### src/rtl/joy_pkg.sv
// Shared types and constants for the controller-port scan scheduler.
// Timing is derived from the clock frequency in 6 us units.
package joy_pkg;

  typedef enum logic [2:0] {
    IDLE,
    LATCH,
    CLK_HIGH,
    CLK_LOW,
    COMMIT
  } state_t;

  localparam int BTN_W = 12;

  // Button positions in the published word, MSB first: R L X A RT LT DN UP START SELECT Y B
  localparam int BTN_B      = 0;
  localparam int BTN_Y      = 1;
  localparam int BTN_SELECT = 2;
  localparam int BTN_START  = 3;
  localparam int BTN_UP     = 4;
  localparam int BTN_DN     = 5;
  localparam int BTN_LT     = 6;
  localparam int BTN_RT     = 7;
  localparam int BTN_A      = 8;
  localparam int BTN_X      = 9;
  localparam int BTN_L      = 10;
  localparam int BTN_R      = 11;

  // A real SNES pad always reports this nibble in its last four bits.
  localparam logic [3:0] SNES_ID_NIBBLE = 4'h0;

  typedef struct packed {
    logic [BTN_W-1:0] buttons;
    logic             gametank;
  } pad_result_t;

  function automatic int t6_cycles(input int freq);
    return (freq / 1_000_000) * 6;
  endfunction

  function automatic pad_result_t classify(input logic [15:0] sh);
    pad_result_t r;
    if (sh[15:12] != SNES_ID_NIBBLE) begin
      r.gametank = 1'b1;
      r.buttons  = {4'h0, sh[7:0]};
    end else begin
      r.gametank = 1'b0;
      r.buttons  = sh[11:0];
    end
    return r;
  endfunction

endpackage

### src/rtl/joy_scan_sched_if.sv
// CPU-side read port of the scan scheduler: one-cycle request, registered reply.
interface joy_scan_sched_if;
  import joy_pkg::*;

  logic             rd_req;
  logic             rd_port;
  logic             rd_valid;
  logic [BTN_W-1:0] rd_data;

  modport master (output rd_req, output rd_port, input rd_valid, input rd_data);
  modport slave  (input rd_req, input rd_port, output rd_valid, output rd_data);
endinterface

### src/rtl/joy_sync.sv
// Two-flop synchronizer for an asynchronous single-bit input.
module joy_sync #(
    parameter logic RST_VAL = 1'b0
) (
    input  logic clk,
    input  logic reset,
    input  logic d,
    output logic q
);

    logic meta;

    // NOTE: flops are written with <= so every stage samples the pre-edge value.
    always_ff @(posedge clk or posedge reset) begin
        if (reset) begin
            meta <= RST_VAL;
            q    <= RST_VAL;
        end else begin
            meta <= d;
            q    <= meta;
        end
    end

endmodule

### src/rtl/joy_scan_sched.sv
// Scans both controller ports over a shared latch/clock pair and publishes
// the 12-bit button words atomically at the end of every scan.
module joy_scan_sched
    import joy_pkg::*;
#(
    parameter int FREQ      = 21_500_000,
    parameter int PERIOD_MS = 16
) (
    input  logic             clk,
    input  logic             reset,
    input  logic             vsync,
    output logic             joy_strb,
    output logic             joy_clk,
    input  logic             joy_data0,
    input  logic             joy_data1,
    output logic [BTN_W-1:0] buttons0,
    output logic [BTN_W-1:0] buttons1,
    output logic [1:0]       pad_type,
    output logic             busy,
    joy_scan_sched_if.slave  rd
);

    localparam int T6        = t6_cycles(FREQ);
    localparam int LATCH_CYC = 2 * T6;
    localparam int PH_W      = $clog2(LATCH_CYC);
    localparam logic [PH_W-1:0] LATCH_LAST = PH_W'(LATCH_CYC - 1);
    localparam logic [PH_W-1:0] HALF_LAST  = PH_W'(T6 - 1);

    localparam int PER_CYC = FREQ / 1000 * PERIOD_MS;
    localparam int PER_W   = $clog2(PER_CYC);
    localparam logic [PER_W-1:0] PER_LAST = PER_W'(PER_CYC - 1);

    logic vsync_s, data0_s, data1_s;
    logic vsync_d, vs_rise_q;

    joy_sync #(.RST_VAL(1'b0)) u_sync_vsync (.clk(clk), .reset(reset), .d(vsync),     .q(vsync_s));
    joy_sync #(.RST_VAL(1'b1)) u_sync_data0 (.clk(clk), .reset(reset), .d(joy_data0), .q(data0_s));
    joy_sync #(.RST_VAL(1'b1)) u_sync_data1 (.clk(clk), .reset(reset), .d(joy_data1), .q(data1_s));

    always_ff @(posedge clk or posedge reset) begin
        if (reset) begin
            vsync_d   <= 1'b0;
            vs_rise_q <= 1'b0;
        end else begin
            vsync_d   <= vsync_s;
            vs_rise_q <= vsync_s & ~vsync_d;
        end
    end

    state_t           state;
    logic             pending;
    logic [PH_W-1:0]  ph_cnt;
    logic [3:0]       bit_cnt;
    logic [15:0]      sh0, sh1;
    logic [PER_W-1:0] per_cnt;
    logic             per_hit, trig, scan_start;
    pad_result_t      res0, res1;

    assign per_hit    = (per_cnt == PER_LAST);
    assign trig       = vs_rise_q | per_hit;
    // A trigger seen while idle starts the scan directly rather than via pending.
    assign scan_start = (state == IDLE) && (pending || trig);
    assign res0       = classify(sh0);
    assign res1       = classify(sh1);

    always_ff @(posedge clk or posedge reset) begin
        if (reset) begin
            per_cnt <= '0;
        end else if (scan_start || per_hit) begin
            per_cnt <= '0;
        end else begin
            per_cnt <= per_cnt + 1'b1;
        end
    end

    always_ff @(posedge clk or posedge reset) begin
        if (reset) begin
            state    <= IDLE;
            pending  <= 1'b1;
            joy_strb <= 1'b0;
            joy_clk  <= 1'b1;
            busy     <= 1'b0;
            ph_cnt   <= '0;
            bit_cnt  <= '0;
            sh0      <= '0;
            sh1      <= '0;
            buttons0 <= '0;
            buttons1 <= '0;
            pad_type <= '0;
        end else begin
            pending <= scan_start ? 1'b0 : (pending | trig);
            case (state)
                IDLE: begin
                    if (scan_start) begin
                        state    <= LATCH;
                        joy_strb <= 1'b1;
                        busy     <= 1'b1;
                        ph_cnt   <= '0;
                        bit_cnt  <= '0;
                    end
                end
                LATCH: begin
                    if (ph_cnt == LATCH_LAST) begin
                        state    <= CLK_HIGH;
                        joy_strb <= 1'b0;
                        ph_cnt   <= '0;
                    end else begin
                        ph_cnt <= ph_cnt + 1'b1;
                    end
                end
                CLK_HIGH: begin
                    if (ph_cnt == HALF_LAST) begin
                        // Data is active-low; store pressed as 1, first bit ends up in [0].
                        state   <= CLK_LOW;
                        joy_clk <= 1'b0;
                        sh0     <= {~data0_s, sh0[15:1]};
                        sh1     <= {~data1_s, sh1[15:1]};
                        ph_cnt  <= '0;
                    end else begin
                        ph_cnt <= ph_cnt + 1'b1;
                    end
                end
                CLK_LOW: begin
                    if (ph_cnt == HALF_LAST) begin
                        joy_clk <= 1'b1;
                        ph_cnt  <= '0;
                        bit_cnt <= bit_cnt + 1'b1;
                        state   <= (bit_cnt == 4'd15) ? COMMIT : CLK_HIGH;
                    end else begin
                        ph_cnt <= ph_cnt + 1'b1;
                    end
                end
                COMMIT: begin
                    buttons0 <= res0.buttons;
                    buttons1 <= res1.buttons;
                    pad_type <= {res1.gametank, res0.gametank};
                    busy     <= 1'b0;
                    state    <= IDLE;
                end
                default: state <= IDLE;
            endcase
        end
    end

    // Reads sample the held words, so a request in COMMIT sees the old result.
    always_ff @(posedge clk or posedge reset) begin
        if (reset) begin
            rd.rd_valid <= 1'b0;
            rd.rd_data  <= '0;
        end else begin
            rd.rd_valid <= rd.rd_req;
            if (rd.rd_req) begin
                rd.rd_data <= rd.rd_port ? buttons1 : buttons0;
            end
        end
    end

endmodule

### src/flat_wrapper.sv
// flat-port wrapper written by rule: the top's interface ports become plain ports
module joy_scan_sched_flat import joy_pkg::*;
#(
    parameter int FREQ      = 21_500_000,
    parameter int PERIOD_MS = 16
)
  (clk, reset, vsync, joy_strb, joy_clk, joy_data0, joy_data1, buttons0, buttons1, pad_type, busy, rd_rd_req, rd_rd_port, rd_rd_valid, rd_rd_data);
  joy_scan_sched_if rd_i ();
  input  logic clk;
  input  logic reset;
  input  logic vsync;
  output logic joy_strb;
  output logic joy_clk;
  input  logic joy_data0;
  input  logic joy_data1;
  output logic [BTN_W-1:0] buttons0;
  output logic [BTN_W-1:0] buttons1;
  output logic [1:0] pad_type;
  output logic busy;
  input wire logic [$bits(rd_i.rd_req)-1:0] rd_rd_req;
  input wire logic [$bits(rd_i.rd_port)-1:0] rd_rd_port;
  output wire logic [$bits(rd_i.rd_valid)-1:0] rd_rd_valid;
  output wire logic [$bits(rd_i.rd_data)-1:0] rd_rd_data;
  assign rd_i.rd_req = rd_rd_req;
  assign rd_i.rd_port = rd_rd_port;
  assign rd_rd_valid = rd_i.rd_valid;
  assign rd_rd_data = rd_i.rd_data;
  joy_scan_sched #(.FREQ(FREQ), .PERIOD_MS(PERIOD_MS)) u_core (.clk(clk), .reset(reset), .vsync(vsync), .joy_strb(joy_strb), .joy_clk(joy_clk), .joy_data0(joy_data0), .joy_data1(joy_data1), .buttons0(buttons0), .buttons1(buttons1), .pad_type(pad_type), .busy(busy), .rd(rd_i));
endmodule
### config.mk
export PLATFORM = sky130hd
export DESIGN_NAME = joy_scan_sched_flat
export DESIGN_NICKNAME = d
export VERILOG_FILES = /design/src/rtl/joy_pkg.sv /design/src/rtl/joy_scan_sched_if.sv /design/src/rtl/joy_sync.sv /design/src/rtl/joy_scan_sched.sv /design/src/flat_wrapper.sv
export SDC_FILE = /design/constraint.sdc
export NUM_CORES = 1
export LEC_CHECK = 0
export ABC_AREA = 1
export BUFFER_PORTS_ARGS = -buffer_cell sky130_fd_sc_hd__buf_2
export CAP_MARGIN = 5
export CORE_ASPECT_RATIO = 1.2
export CORE_MARGIN = 5
export CORE_UTILIZATION = 50
export DETAILED_ROUTE_END_ITERATION = 7
export PLACE_DENSITY = 0.67
export SYNTH_ARGS = -nofsm -noshare
export SYNTH_HDL_FRONTEND = slang
export SYNTH_SLANG_ARGS = --single-unit
### constraint.sdc
create_clock -name clk -period 7.4 [get_ports clk]
set_clock_uncertainty 0.15 [all_clocks]
set_input_delay 0.37 -clock clk [delete_from_list [all_inputs] [get_ports clk]]
set_output_delay 0.37 -clock clk [all_outputs]
set_load 0.1 [all_outputs]
== After elaboration in Yosys (flattened, before gate mapping) ==
Cells that the tools add are included.
Cells by class
  bitwise operators: 6
  reduce and logical (&&, ||, !) cells: 19
  equal/unequal tests: 12
  muxes and demuxes: 25
  $add $sub $neg: 3
Operators with widths (count)
  2-to-1 mux 13 bit: 2
  2-to-1 mux 8 bit: 3
  case mux 8 bit (3 select lines): 1
  adder 19 x 1 -> 19 bit, second input constant: 1
  == test 19 bit, second input constant: 1
  2-to-1 mux 19 bit: 1
  2-to-1 mux 3 bit: 5
  2-to-1 mux 12 bit: 1
  case mux 3 bit (4 select lines): 1
  AND reduction 3 bit: 3
  adder 8 x 1 -> 8 bit, second input constant: 1
  == test 8 x 7 -> 1 bit, second input constant: 1
  == test 8 bit, second input constant: 1
  2-to-1 mux 4 bit: 2
  != test 2 x 1 -> 1 bit, second input constant: 4
  case mux 4 bit (2 select lines): 1
  nonzero test 2 bit: 4
  nonzero test 4 bit: 2
  == test 3 x 2 -> 1 bit, second input constant: 2
  case mux 1 bit (2 select lines): 3
  AND reduction 2 bit: 3
  2-to-1 mux 1 bit: 5
  adder 4 x 1 -> 4 bit, second input constant: 1
  == test 4 bit, second input constant: 1
  11 further kinds: 15
Storage, ports and cells
  bits of input ports: 7
  register bits: 117
  logic and storage cells: 88

== Logic depth before layout (Yosys ltp) ==
Gate-level depths: netlist of run 1.
  depth in word-level cells: 6
  mapped depth: 10
  depth with buffers taken out: 10

== Hierarchy ==
A second synthesis of run 1 with hierarchy kept.
Unflattened totals
  cells, all modules: 577
  area, all modules: 5190.0 um2
By module, submodules not included
  joy_scan_sched: instances 1, area each 5023.6 um2, cells an instance 568
  joy_sync at u_core.u_sync_data0 ...: instances 2, area each 56.3 um2, cells an instance 3
  joy_sync at u_core.u_sync_vsync: instances 1, area each 53.8 um2, cells an instance 3

== Worst setup path before layout of run 1 ==
OpenSTA, ideal clock, no wires.
  kind: register -> register
  start: reg u_core.per_cnt[0]
  end: reg u_core.ph_cnt[0]
  data arrival time: 1452 ps
  library setup time: 118 ps
  cell stages (with the launch flop): 10
  path slack: 5680 ps
  path through: dfrtp_1 -> ha_1 -> nand2_2 -> nor2_4 -> nand3_2 -> o21ai_2 -> nand2_2 -> buf_6 -> nand3_1 -> nand2_1
On the way
  word-level cells in the longest chain between the ends: 6
RTL lines
  start: declaration: RTL line joy_scan_sched.sv:55  | logic [PER_W-1:0] per_cnt;
  start signal: assignment: RTL line joy_scan_sched.sv:72  | per_cnt <= per_cnt + 1'b1;
  == test 19 bit: RTL line joy_scan_sched.sv:59  | assign per_hit = (per_cnt == PER_LAST);
  OR 1 bit: RTL line joy_scan_sched.sv:60  | assign trig = vs_rise_q | per_hit;
  logical OR 1 bit: RTL line joy_scan_sched.sv:62  | assign scan_start = (state == IDLE) && (pending || trig);
  logical AND 1 bit: RTL line joy_scan_sched.sv:62
  != test 2 x 1 -> 1 bit (no source line)
  AND reduction 2 bit (no source line)
  end signal: assignment: RTL line joy_scan_sched.sv:108  | ph_cnt <= ph_cnt + 1'b1;
  end signal: assignment: RTL line joy_scan_sched.sv:120  | ph_cnt <= ph_cnt + 1'b1;
  end signal: assignment: RTL line joy_scan_sched.sv:130  | ph_cnt <= ph_cnt + 1'b1;
  end: declaration: RTL line joy_scan_sched.sv:52  | logic [PH_W-1:0] ph_cnt;
Every way passes these cells.
A chain may end at the register's enable or synchronous reset.

== Worst setup path in the final report of run 1 ==
  start: reg u_core.ph_cnt[1]
  end: reg u_core.sh0[2]
On the way
  word-level cells in the longest chain between the ends: 2
RTL lines
  == test 8 x 7 -> 1 bit: RTL line joy_scan_sched.sv:112  | if (ph_cnt == HALF_LAST) begin
  AND reduction 2 bit (no source line)
  end signal: assignment: RTL line joy_scan_sched.sv:116  | sh0 <= {~data0_s, sh0[15:1]};
  end: declaration: RTL line joy_scan_sched.sv:54  | logic [15:0] sh0, sh1;
Every way passes these cells.

==> reports/qor.txt, run 1 <==
LEAKAGE - 2.91 nW
Post-synth EDFFs - 0
Core area - 10,000 sq um
Post-route DRC violation count - 0
DR WL/cell - 12.9 microns
Max-slew headroom - 24.2%
Mapped cell area - 5110 sq um
CP max FO - 62
Fraction of layout cells with a size suffix above 1 - 16.4%
Clock Root Buffer - clkbuf_16
Htree depth - 4
Synth top area share - 54.4%
First-pass GRT wire length - 17.4 mm
Max Cap Viol - 0
DPL Wire Length - 6.71 mm
RR Endpoint - u_core.sh0[2]
Clock buffer depth - 2
Die Height - 121 microns
IO Port Bufs - 48
Cell Rows - 40
Starting density of the core - 51.0%
Peak Freq - 437 MHz
Largest stage delay on the critical path - 0.86 ns
Max VDD drop - 0.201 mV
Antenna Nets Post-Route - 0
1st-iter DRT viols - 188
Tcrit/Tclk final - 30.9%
Hold Path End - u_core.rd.rd_valid
WHS Path Cells - 1
Area growth syn-to-layout - 19.0%
Area contributors post-synth - dfrtp_1 54%, nand2_1 11%, o21ai_0 5.0%
Hold Startpoint - rd_rd_req
Largest net degree at the start of global routing - 78
Final wirelength - 10.0 mm
Slowest-stage cell, CP - nor2_4
Crit path launch type - register
Synthesis Warnings - 0
Power per cell area - 314 nW/um^2
FF+latch count, synth - 117
Top cell type by total area after synthesis - dfrtp_1
CP cell instances - inv_1, ha_1, and3_1, nand2_2, nor2_4, o21ai_0
RePlAce Congestion - 0.882
Worst Path Arrival - 2.37 ns
FF-to-FF path depth - 6
Endpoints failing hold - 0
Setup TNS - 0 ns
Setup CP Type - reg2reg
Top_reg_cell synth - dfrtp_1
Async set-reset flop share out of synthesis - 100%
Die width - 102 microns
Crit. End Element - register
Vias per cell - 5.03
Die Area - 12,300 sq um
Crit path time final - 2.29 ns
Gates resized, CTS repair - 0
CTS Buf Count - 17
Cell count after synthesis - 579
Global route overflow - 0
Setup-failing EPs final - 0
Status - complete, no violations
Max Slew Vio Count - 0
Most common cell after layout, fill and taps aside - nand2_1
Diodes inserted - 0
Total track usage - 17.8%
Most frequent cells in the layout - 148 x nand2_1, 111 x dfrtp_1, 67 x nor2_1
# clock sinks - 117
R2r setup slk - 5.11 ns
Seq/Total Area, Yosys - 57.5%
Hold slack - 0.161 ns
Yosys cell types - 36
Number of global-route vias before repair - 3,912
Vias post-DR - 3,891
Syn Nets - 590
Worst min path class - in2reg
Fillers - 880
Layout Nets - 646
Data required, critical path - 7.48 ns
IO Count - 49
Clock slew at reported path FFs - 0.05 ns
Post-synthesis area per instance - 8.82 sq um
Reg2Reg Launch Point - u_core.ph_cnt[1]
Drt pass-1 iters - 5
CTS tree - yes
RSZ-0062 raised after global routing - false
Clock latency on the worst-skew pair - 0.40 ns
Worst-Margin Slew - 1.13 ns
Initial antenna violation count - 0
[kinds of logic (layout without fill, tap and decap cells)]
| family | count (synthesis) | count (layout) | share of synthesized area (%) |
|---|---|---|---|
| buffers and inverters | 86 | 154 | 6.93 |
| adders and majority gates | 4 | 4 | 0.980 |
| xor gates and xnor gates | 14 | 14 | 2.40 |
| DFF | 117 | 117 | 57.5 |
| muxes | 2 | 2 | 0.392 |
| AOI/OAI and AO/OA | 75 | 75 | 8.08 |
| and+or+nand+nor | 281 | 281 | 23.8 |
[per-stage QoR]
stage / setup WS, ns / cells / util (%) / power (mW) / area, sq um
after CTS: 5.07 / 773 / 60.7 / 1.93 / 6080
final: 5.11 / 773 / 60.7 / 1.91 / 6080
after floorplan: 3.79 / 579 / - / 1.02 / 5110
after global routing: 4.80 / 773 / 60.7 / 2.01 / 6080
after detailed placement: 5.07 / 738 / 54.2 / 1.08 / 5430
after global placement: 5.20 / 738 / 54.2 / 1.08 / 5430
[critical path, delay by kind of cell, from the launching register on]
kind / cells / cell delay [ns]
adder cells (fa/ha/maj): 1 / 0.12
AO/OA/AOI/OAI: 1 / 0.21
flip-flops: 1 / 0.41
AND/OR/NAND/NOR: 3 / 1.16
buffers and inverters: 1 / 0.07
[power by group]
| part | internal [mW] | switching (mW) | leakage [nW] |
|---|---|---|---|
| Clock | 0.560 | 0.273 | 0.298 |
| Combinational | 0.0923 | 0.229 | 1.06 |
| Sequential | 0.699 | 0.0554 | 1.55 |
| Total | 1.35 | 0.558 | 2.91 |
[worst max-delay path by stage]
| stage | from | endpoint | slack (ns) | cells after the start |
|---|---|---|---|---|
| 6_report | u_core.ph_cnt[1] | u_core.sh0[2] | 5.11 | 6 |
| 5_1_grt | u_core.ph_cnt[1] | u_core.sh0[13] | 4.80 | 6 |
| 4_1_cts | u_core.ph_cnt[1] | u_core.sh0[2] | 5.07 | 6 |
| 3_5_place_dp | u_core.ph_cnt[1] | u_core.sh0[2] | 5.07 | 6 |
| 3_3_place_gp | u_core.ph_cnt[1] | u_core.sh1[15] | 5.20 | 6 |
| 2_1_floorplan | reset | u_core.bit_cnt[0] | 3.79 | 1 |
[repair_timing]
| item | CTS | global route |
|---|---|---|
| hold endpoints to repair | 41 | 0 |
| buffers inserted | 0 | 0 |
| hold buffers | 4 | 0 |
[Yosys cell counts, types with 2 or more instances]
library cell  instances
nand2_1             148
dfrtp_1             111
inv_1                67
nor2_1               67
o21ai_0              51
nand3_1              31
a31oi_1              12
xor2_1               12
nand4_1              10
clkbuf_1              7
dfstp_2               6
nand2_2               6
buf_2                 4
ha_1                  4
nor2_4                4
o21ai_1               4
or2_0                 4
a21oi_1               3
buf_4                 3
nor3b_1               3
buf_6                 2
inv_2                 2
mux2i_1               2
nor3_1                2
nor3_2                2
xnor2_1               2
[area by class of cell]
cell class / count / area (sq um) / area share, %
Clock buffer: 22 / 484 / 7.97
Timing Repair Buffer: 54 / 295 / 4.86
Multi-Input combinational cell: 376 / 1820 / 29.9
Sequential cell: 117 / 2940 / 48.3
Tap cell: 126 / 158 / 2.59
Clock inverter: 9 / 125 / 2.06
Inverter: 69 / 262 / 4.30
[state kept, by name, summed over array words and instances, names as in the netlist, 2 cells and up]
| register | count |
|---|---|
| u_core.bit_cnt | 4 |
| u_core.buttons0 | 12 |
| u_core.buttons1 | 12 |
| u_core.pad_type | 2 |
| u_core.per_cnt | 19 |
| u_core.ph_cnt | 8 |
| u_core.rd.rd_data | 12 |
| u_core.sh0 | 16 |
| u_core.sh1 | 16 |
| u_core.state | 3 |
[layer usage]
| layer | part of all wire [%] | GRT usage (%) | vias up |
|---|---|---|---|
| met1 | 44 | 21.5 | 1838 |
| met4 | 2.8 | 8.12 | 0 |
| met5 | 0 | 0 | - |
| li1 | - | - | 1947 |
| met3 | 4.9 | 5.60 | 23 |
| met2 | 49 | 28.7 | 83 |
Power figures use the tool's default switching activity.
==> run 2, diff against run 1 <==
ABC_AREA = 0   (was 1)
PLACE_DENSITY = 0.7   (was 0.67)
clock period = 2 ns   (was 7.4 ns; I/O delays follow)
==> run 2 against run 1 <==
  * Sequential power increased to 3.4 times the previous value
  * Maximum frequency grew 20%
  * Clock power increased to 3.8 times the previous value
  * Global-route usage shrank 0.55 points
  * Critical path depth decreased by 2
  * Via count fell by 13%
  * Sequential cell count unchanged
  * Power grew to 3.5 times the previous value
  * Critical path type unchanged
  * Largest power group unchanged
==> reports/qor.txt, run 2 <==
Status - complete, no violations (unchanged)
RSZ-0062 raised after global routing - false (unchanged)
Area contributors post-synth - dfrtp_1 56%, mux2_2 9.9%, dfstp_2 3.2% (was dfrtp_1 54%, nand2_1 11%, o21ai_0 5.0%)
Initial antenna violation count - 0 (unchanged)
LEAKAGE - 2.98 nW (was 2.91 nW)
Non-Filler Instances - 617 (was 773)
Final wirelength - 9.59 mm (was 10.0 mm)
Max Slew Vio Count - 0 (unchanged)
FF-to-FF path depth - 4 (was 6)
Total track usage - 17.2% (was 17.8%)
Global route overflow - 0 (unchanged)
Final Util - 62.3% (was 60.7%)
DP Cell Count - 578 (was 738)
Worst Path Arrival - 2.07 ns (was 2.37 ns)
Clock Root Buffer - clkbuf_16 (unchanged)
Most frequent cells in the layout - 111 x dfrtp_1, 48 x buf_2, 44 x mux2_2 (was 148 x nand2_1, 111 x dfrtp_1, 67 x nor2_1)
Antenna Nets Post-Route - 0 (unchanged)
Max FFs per register - 19 (unchanged)
Diodes inserted - 0 (unchanged)
Drt pass-1 iters - 4 (was 5)
Die Height - 119 microns (was 121 microns)
DPL Wire Length - 6.33 mm (was 6.71 mm)
Setup CP Type - reg2reg (unchanged)
# clock sinks - 117 (unchanged)
Met3 Wirelength - 399 microns (was 493 microns)
Mapped cell area - 4990 sq um (was 5110 sq um)
Post-synth EDFFs - 0 (unchanged)
Top_reg_cell synth - dfrtp_1 (unchanged)
Top reg by flops - u_core.per_cnt (unchanged)
1st-iter DRT viols - 136 (was 188)
CTS Buf Count - 17 (unchanged)
Most common cell after layout, fill and taps aside - dfrtp_1 (was nand2_1)
Layout Nets - 489 (was 646)
Max-slew headroom - 59.1% (was 24.2%)
Routed wire length on met2 - 4.92 mm (was 4.85 mm)
Setup-failing EPs final - 0 (unchanged)
Starting density of the core - 50.4% (was 51.0%)
Cell count after synthesis - 402 (was 579)
Seq/Total Area, Yosys - 58.8% (was 57.5%)
Clock buffer depth - 2 (unchanged)
Crit. End Element - register (unchanged)
Die Area - 12,100 sq um (was 12,300 sq um)
Vias per cell - 5.47 (was 5.03)
Worst-Margin Slew - 0.613 ns (was 1.13 ns)
Fillers - 776 (was 880)
Die width - 101 microns (was 102 microns)
Clock slew at reported path FFs - 0.06 ns (was 0.05 ns)
CTS tree - yes (unchanged)
Vias post-DR - 3,372 (was 3,891)
Top flop regs - u_core.per_cnt x19, u_core.sh0 x16, u_core.sh1 x16 (unchanged)
Post-route DRC violation count - 0 (unchanged)
IO Count - 49 (unchanged)
Critical Path Source - u_core.state[1] (was u_core.ph_cnt[1])
First-pass GRT wire length - 16.5 mm (was 17.4 mm)
Crit path launch type - register (unchanged)
Fraction of layout cells with a size suffix above 1 - 32.6% (was 16.4%)
R2r setup slk - 0.09 ns (was 5.11 ns)
Design Area, Final - 6180 sq um (was 6080 sq um)
Synth top area share - 55.7% (was 54.4%)
Post-synthesis area per instance - 12.4 sq um (was 8.82 sq um)
CP endpoint - u_core.ph_cnt[7] (was u_core.sh0[2])
Synthesis Warnings - 0 (unchanged)
Reg2Reg Launch Point - u_core.state[1] (was u_core.ph_cnt[1])
Yosys cell types - 55 (was 36)
FF+latch count, synth - 117 (unchanged)
CP max FO - 9 (was 62)
Area growth syn-to-layout - 23.8% (was 19.0%)
Power, Total - 6.60 mW (was 1.91 mW)
Power per cell area - 1070 nW/um^2 (was 314 nW/um^2)
Crit path time final - 1.91 ns (was 2.29 ns)
M1 wire length - 4.13 mm (was 4.37 mm)
Count leader, synth - dfrtp_1 (was nand2_1)
Async set-reset flop share out of synthesis - 100% (unchanged)
Synth cell count leaders - 111 x dfrtp_1, 44 x mux2_2, 36 x nor2_1, 24 x a21oi_1, 16 x o21ai_0 (was 148 x nand2_1, 111 x dfrtp_1, 67 x inv_1, 67 x nor2_1, 51 x o21ai_0)
Top routing layer used - met4 (unchanged)
DR WL/cell - 15.5 microns (was 12.9 microns)
Tcrit/Tclk final - 95.4% (was 30.9%)
Setup TNS - 0 ns (unchanged)
Endpoints failing hold - 0 (unchanged)
Data required, critical path - 2.16 ns (was 7.48 ns)
Top cell type by total area after synthesis - dfrtp_1 (unchanged)
Dpl cell area - 5470 sq um (was 5430 sq um)
Max VDD drop - 0.601 mV (was 0.201 mV)
Htree depth - 4 (unchanged)
Peak Freq - 524 MHz (was 437 MHz)
Worst min path class - in2reg (unchanged)
Cell Rows - 40 (unchanged)
Syn Nets - 413 (was 590)
Max Cap Viol - 0 (unchanged)
RR Endpoint - u_core.ph_cnt[7] (was u_core.sh0[2])
Core area - 9910 sq um (was 10,000 sq um)
RePlAce Congestion - 0.795 (was 0.882)
Clock latency on the worst-skew pair - 0.41 ns (was 0.40 ns)
Number of global-route vias before repair - 3,469 (was 3,912)
Largest net degree at the start of global routing - 118 (was 78)
IO Port Bufs - 48 (unchanged)
==> run 2: cell types whose count changed in the layout (fill, tap and decap cells not counted), moves of 6 or more <==
cell	before	now
a22o_1	0	8
mux2_2	0	44
nand2_1	148	11
mux2i_1	2	15
inv_1	66	14
a21oi_1	3	24
o221ai_1	0	6
o21ai_0	51	15
nor2_1	67	36
a31oi_1	12	1
buf_4	2	16
nand3_1	31	6
==> run 2: worst min path at each step <==
stage / slack (ns) / depth (start not counted) / to / from
after floorplan: -0.05 / 0 / u_core.u_sync_data0.meta / joy_data0
after global placement: 0.06 / 1 / u_core.u_sync_data0.meta / joy_data0
after detailed placement: 0.06 / 1 / u_core.u_sync_data1.meta / joy_data1
after CTS: 0.07 / 3 / u_core.rd.rd_data[6] / rd_rd_port
after global routing: 0.08 / 3 / u_core.rd.rd_data[5] / rd_rd_port
final: 0.08 / 3 / u_core.rd.rd_data[6] / rd_rd_port
==> run 2: logic make-up (layout without fill, tap and decap cells) <==
group / count (synthesis) / after routing / share of synthesized area [%]
flip-flops: 117 / 117 / 58.8
AND/OR/NAND/NOR: 105 / 105 / 11.7
AO/OA/AOI/OAI: 74 / 74 / 10.2
multiplexers: 61 / 61 / 13.4
buffers and inverters: 30 / 119 / 2.96
XOR/XNOR: 11 / 11 / 1.93
adder cells (fa/ha/maj): 4 / 4 / 1.00
==> run 2: what timing repair did <==
action / CTS / global route
setup endpoints to repair: 1 / 14
hold buffers: 5 / 0
setup buffers: 1 / 1
endpoints found under the hold margin: 125 / 0
gates resized for setup: 1 / 5
pin swaps: 1 / 1
cloned: 0 / 0
==> run 2: layout make-up <==
class	instances	area, sq um	area share, %
well taps	126	158	2.55
clock inverters	11	175	2.84
clock buffers	21	450	7.29
repair buffers	72	470	7.62
inverters	15	60.1	0.972
flip-flops and latches	117	2940	47.5
multi-input cells	255	1930	31.2
==> run 2: per-layer routing <==
layer / vias up / track usage [%]
li1: 1618 / -
met1: 1691 / 21.3
met2: 54 / 27.5
met3: 9 / 5.86
met4: 0 / 6.82
met5: - / 0
==> run 2: critical path, stage by stage (launching register included) <==
cell and delay [ns]:
dfrtp_1 0.45, or3b_2 0.48, a31oi_2 0.37, nor2_4 0.13, o221ai_1 0.22
==> run 2: metrics by stage <==
step | hold slack (ns) | setup WS, ns
after detailed placement | 0.0562 | -0.0552
after global placement | 0.0573 | 0.0488
after floorplan | -0.0455 | 0.0308
after global routing | 0.0770 | 0.00151
after CTS | 0.0740 | 0.0589
final | 0.0765 | 0.0923
==> run 2: report_power, final <==
| group | internal, mW | switching (mW) | total, mW | leakage [nW] |
|---|---|---|---|---|
| logic | 0.288 | 0.558 | 0.846 | 1.11 |
| clock network | 2.12 | 1.05 | 3.17 | 0.298 |
| registers | 2.49 | 0.0910 | 2.58 | 1.57 |
==> run 3, diff against run 2 <==
PLACE_DENSITY = 0.67   (was 0.7)
clock period = 1.9 ns   (was 2 ns; I/O delays follow)
==> run 3 against run 2 <==
  * The run now ends with setup timing left
  * Hold slack got worse by 0.0035 ns
  * Combinational power increased by 23%
  * Die area unchanged
  * Clock-buffer cell count decreased by 2
  * Cell count increased by 4.1%
  * Critical path depth increased by 1
  * First-iteration DRC count increased by 9.6%
  * Cell area increased by 4.2%
  * Maximum frequency decreased by 3.2%
  * Sequential share of layout area decreased by 1.9 points
  * Global-route usage increased by 0.27 points
  * Sequential cell count unchanged
  * Highest routed layer unchanged
==> reports/qor.txt, run 3 (same netlist as run 2, synthesis figures left out) <==
Crit path time final - 1.97 ns (was 1.91 ns)
Most frequent cells in the layout - 108 x dfrtp_1, 48 x buf_2, 36 x nor2_1, 36 x buf_4, 31 x mux2_2 (was 111 x dfrtp_1, 48 x buf_2, 44 x mux2_2)
Data required, critical path - 2.03 ns (was 2.16 ns)
Reg2Reg Launch Point - u_core.state[2] (was u_core.state[1])
Vias per cell - 5.48 (was 5.47)
Setup-failing EPs final - 18 (was 0)
Antenna Nets Post-Route - 0 (unchanged)
IO Count - 49 (unchanged)
Combinational power share - 15.7% (was 12.8%)
Critical Path Source - u_core.state[2] (was u_core.state[1])
Hold slack - 0.0729 ns (was 0.0765 ns)
Cell Rows - 40 (unchanged)
Clock Power Share - 43.6% (was 48.1%)
Part of the power in registers - 40.8% (was 39.1%)
Worst Path Arrival - 2.10 ns (was 2.07 ns)
IO Port Bufs - 48 (unchanged)
Max Cap Viol - 0 (unchanged)
Die Height - 119 microns (unchanged)
Max Slew Vio Count - 0 (unchanged)
Non-Filler Instances - 642 (was 617)
Initial antenna violation count - 0 (unchanged)
Clock slew at reported path FFs - 0.06 ns (about the same)
Endpoints failing hold - 0 (unchanged)
Clock latency on the worst-skew pair - 0.41 ns (about the same)
Fraction of layout cells with a size suffix above 1 - 38.2% (was 32.6%)
Vias post-DR - 3,515 (was 3,372)
Number of global-route vias before repair - 3,479 (was 3,469)
Power per cell area - 1040 nW/um^2 (was 1070 nW/um^2)
Switching share of power - 28.4% (was 25.7%)
Violated checks - setup timing
Clock Root Buffer - clkbuf_16 (unchanged)
RSZ-0062 raised after global routing - true (was false)
Max-slew headroom - 57.6% (was 59.1%)
Post-route DRC violation count - 0 (unchanged)
Dpl cell area - 5610 sq um (was 5470 sq um)
Worst-Margin Slew - 0.631 ns (was 0.613 ns)
Crit path launch type - register (unchanged)
# clock sinks - 117 (unchanged)
Top flop regs - u_core.per_cnt x19, u_core.sh0 x16, u_core.sh1 x16 (unchanged)
1st-iter DRT viols - 149 (was 136)
Area growth syn-to-layout - 29.0% (was 23.8%)
Die width - 101 microns (unchanged)
Worst min path class - in2async (was in2reg)
LEAKAGE - 3.10 nW (was 2.98 nW)
Top reg by flops - u_core.per_cnt (unchanged)
Final Util - 64.9% (was 62.3%)
Design Area, Final - 6430 sq um (was 6180 sq um)
Fin worst setup slack - -0.0704 ns (was 0.0923 ns)
Htree depth - 4 (unchanged)
Setup CP Type - reg2reg (unchanged)
RePlAce Congestion - 0.863 (was 0.795)
Drt pass-1 iters - 5 (was 4)
Diodes inserted - 0 (unchanged)
Tcrit/Tclk final - 104% (was 95.4%)
First-pass GRT wire length - 16.7 mm (was 16.5 mm)
Clock buffer depth - 2 (unchanged)
CTS tree - yes (unchanged)
Int Pwr - 4.78 mW (was 4.90 mW)
Total track usage - 17.5% (was 17.2%)
Die Area - 12,100 sq um (unchanged)
Starting density of the core - 50.4% (unchanged)
Power, Total - 6.67 mW (was 6.60 mW)
DPL Wire Length - 6.59 mm (was 6.33 mm)
Status - finished with violations (was complete, no violations)
Max VDD drop - 0.891 mV (was 0.601 mV)
DP Cell Count - 595 (was 578)
Peak Freq - 508 MHz (was 524 MHz)
Layout Nets - 514 (was 489)
CTS Buf Count - 17 (unchanged)
Largest net degree at the start of global routing - 66 (was 118)
Core area - 9910 sq um (unchanged)
Max FFs per register - 19 (unchanged)
CP max FO - 8 (was 9)
Net switching power figure - 1.90 mW (was 1.70 mW)
DR WL/cell - 16.5 microns (was 15.5 microns)
Global route overflow - 0 (unchanged)
Crit. End Element - register (unchanged)
Most common cell after layout, fill and taps aside - dfrtp_1 (unchanged)
Final wirelength - 10.6 mm (was 9.59 mm)
[run 3: cell types whose count changed in the layout (fill, tap and decap cells not counted), sizes merged]
cell | previous run | this run
clkinvlp | 3 | 4
bufinv | 4 | 0
inv | 15 | 19
buf | 67 | 90
clkinv | 4 | 5
[run 3: layout make-up]
class / instances / area [sq um]
inverter: 15 / 60.1
timing repair buffer: 97 / 717
fill: 750 / 3470
clock inverter: 13 / 98.8
sequential: 117 / 2940
clock buffer: 19 / 453
multi-input combinational: 255 / 2010
tap: 126 / 158
[run 3: stage by stage]
step | setup TNS [ns] | setup WS, ns
final | -0.674 | -0.0704
after global routing | -1.92 | -0.125
after CTS | 0 | 0.00402
after detailed placement | -0.0161 | -0.0157
after global placement | 0 | 0.00823
after floorplan | -1.73 | -0.0692
[run 3: routing by layer]
layer,up-vias,routed length (microns),global-route usage (%)
li1,1658,-,-
met1,1771,4600,22.2
met2,70,5400,27.9
met3,16,425,5.33
met4,0,173,6.90
met5,-,0,0
[run 3: path summary, 6_finish.rpt]
check	to	depth (start not counted)	slack, ns
max in group asynchronous	u_core.pending	4	0.91
hold / removal	u_core.per_cnt[18]	3	0.07
setup / recovery	u_core.sh0[4]	5	-0.07
min in group clk	u_core.rd.rd_data[8]	3	0.08
hold reg to reg	u_core.u_sync_vsync.q	0	0.20
setup reg to reg	u_core.sh0[4]	5	-0.07
[run 3: power by group through the flow]
stage	registers [mW]	logic, mW	clock network [mW]
floorplan	2.87	0.494	0
global placement	2.74	0.963	0
detailed placement	2.75	0.982	0
CTS	2.71	0.998	2.97
global route	2.73	1.15	3.09
finish	2.72	1.04	2.91
[run 3: worst max-delay path, cell delays in order (launching register included)]
cell and delay [ns]:
dfrtp_1 0.44, nand2b_1 0.23, nor4_4 0.34, buf_6 0.19, clkbuf_16 0.16, mux2_2 0.34
[run 3: timing repair]
item | 4_1_cts | 5_1_grt
pin swaps | 1 | 3
setup endpoints to repair | 3 | 38
gates resized for setup | 1 | 30
buffers inserted | 2 | 6
hold buffers | 5 | 0
hold endpoints to repair | 127 | 0
cloned | 0 | 3
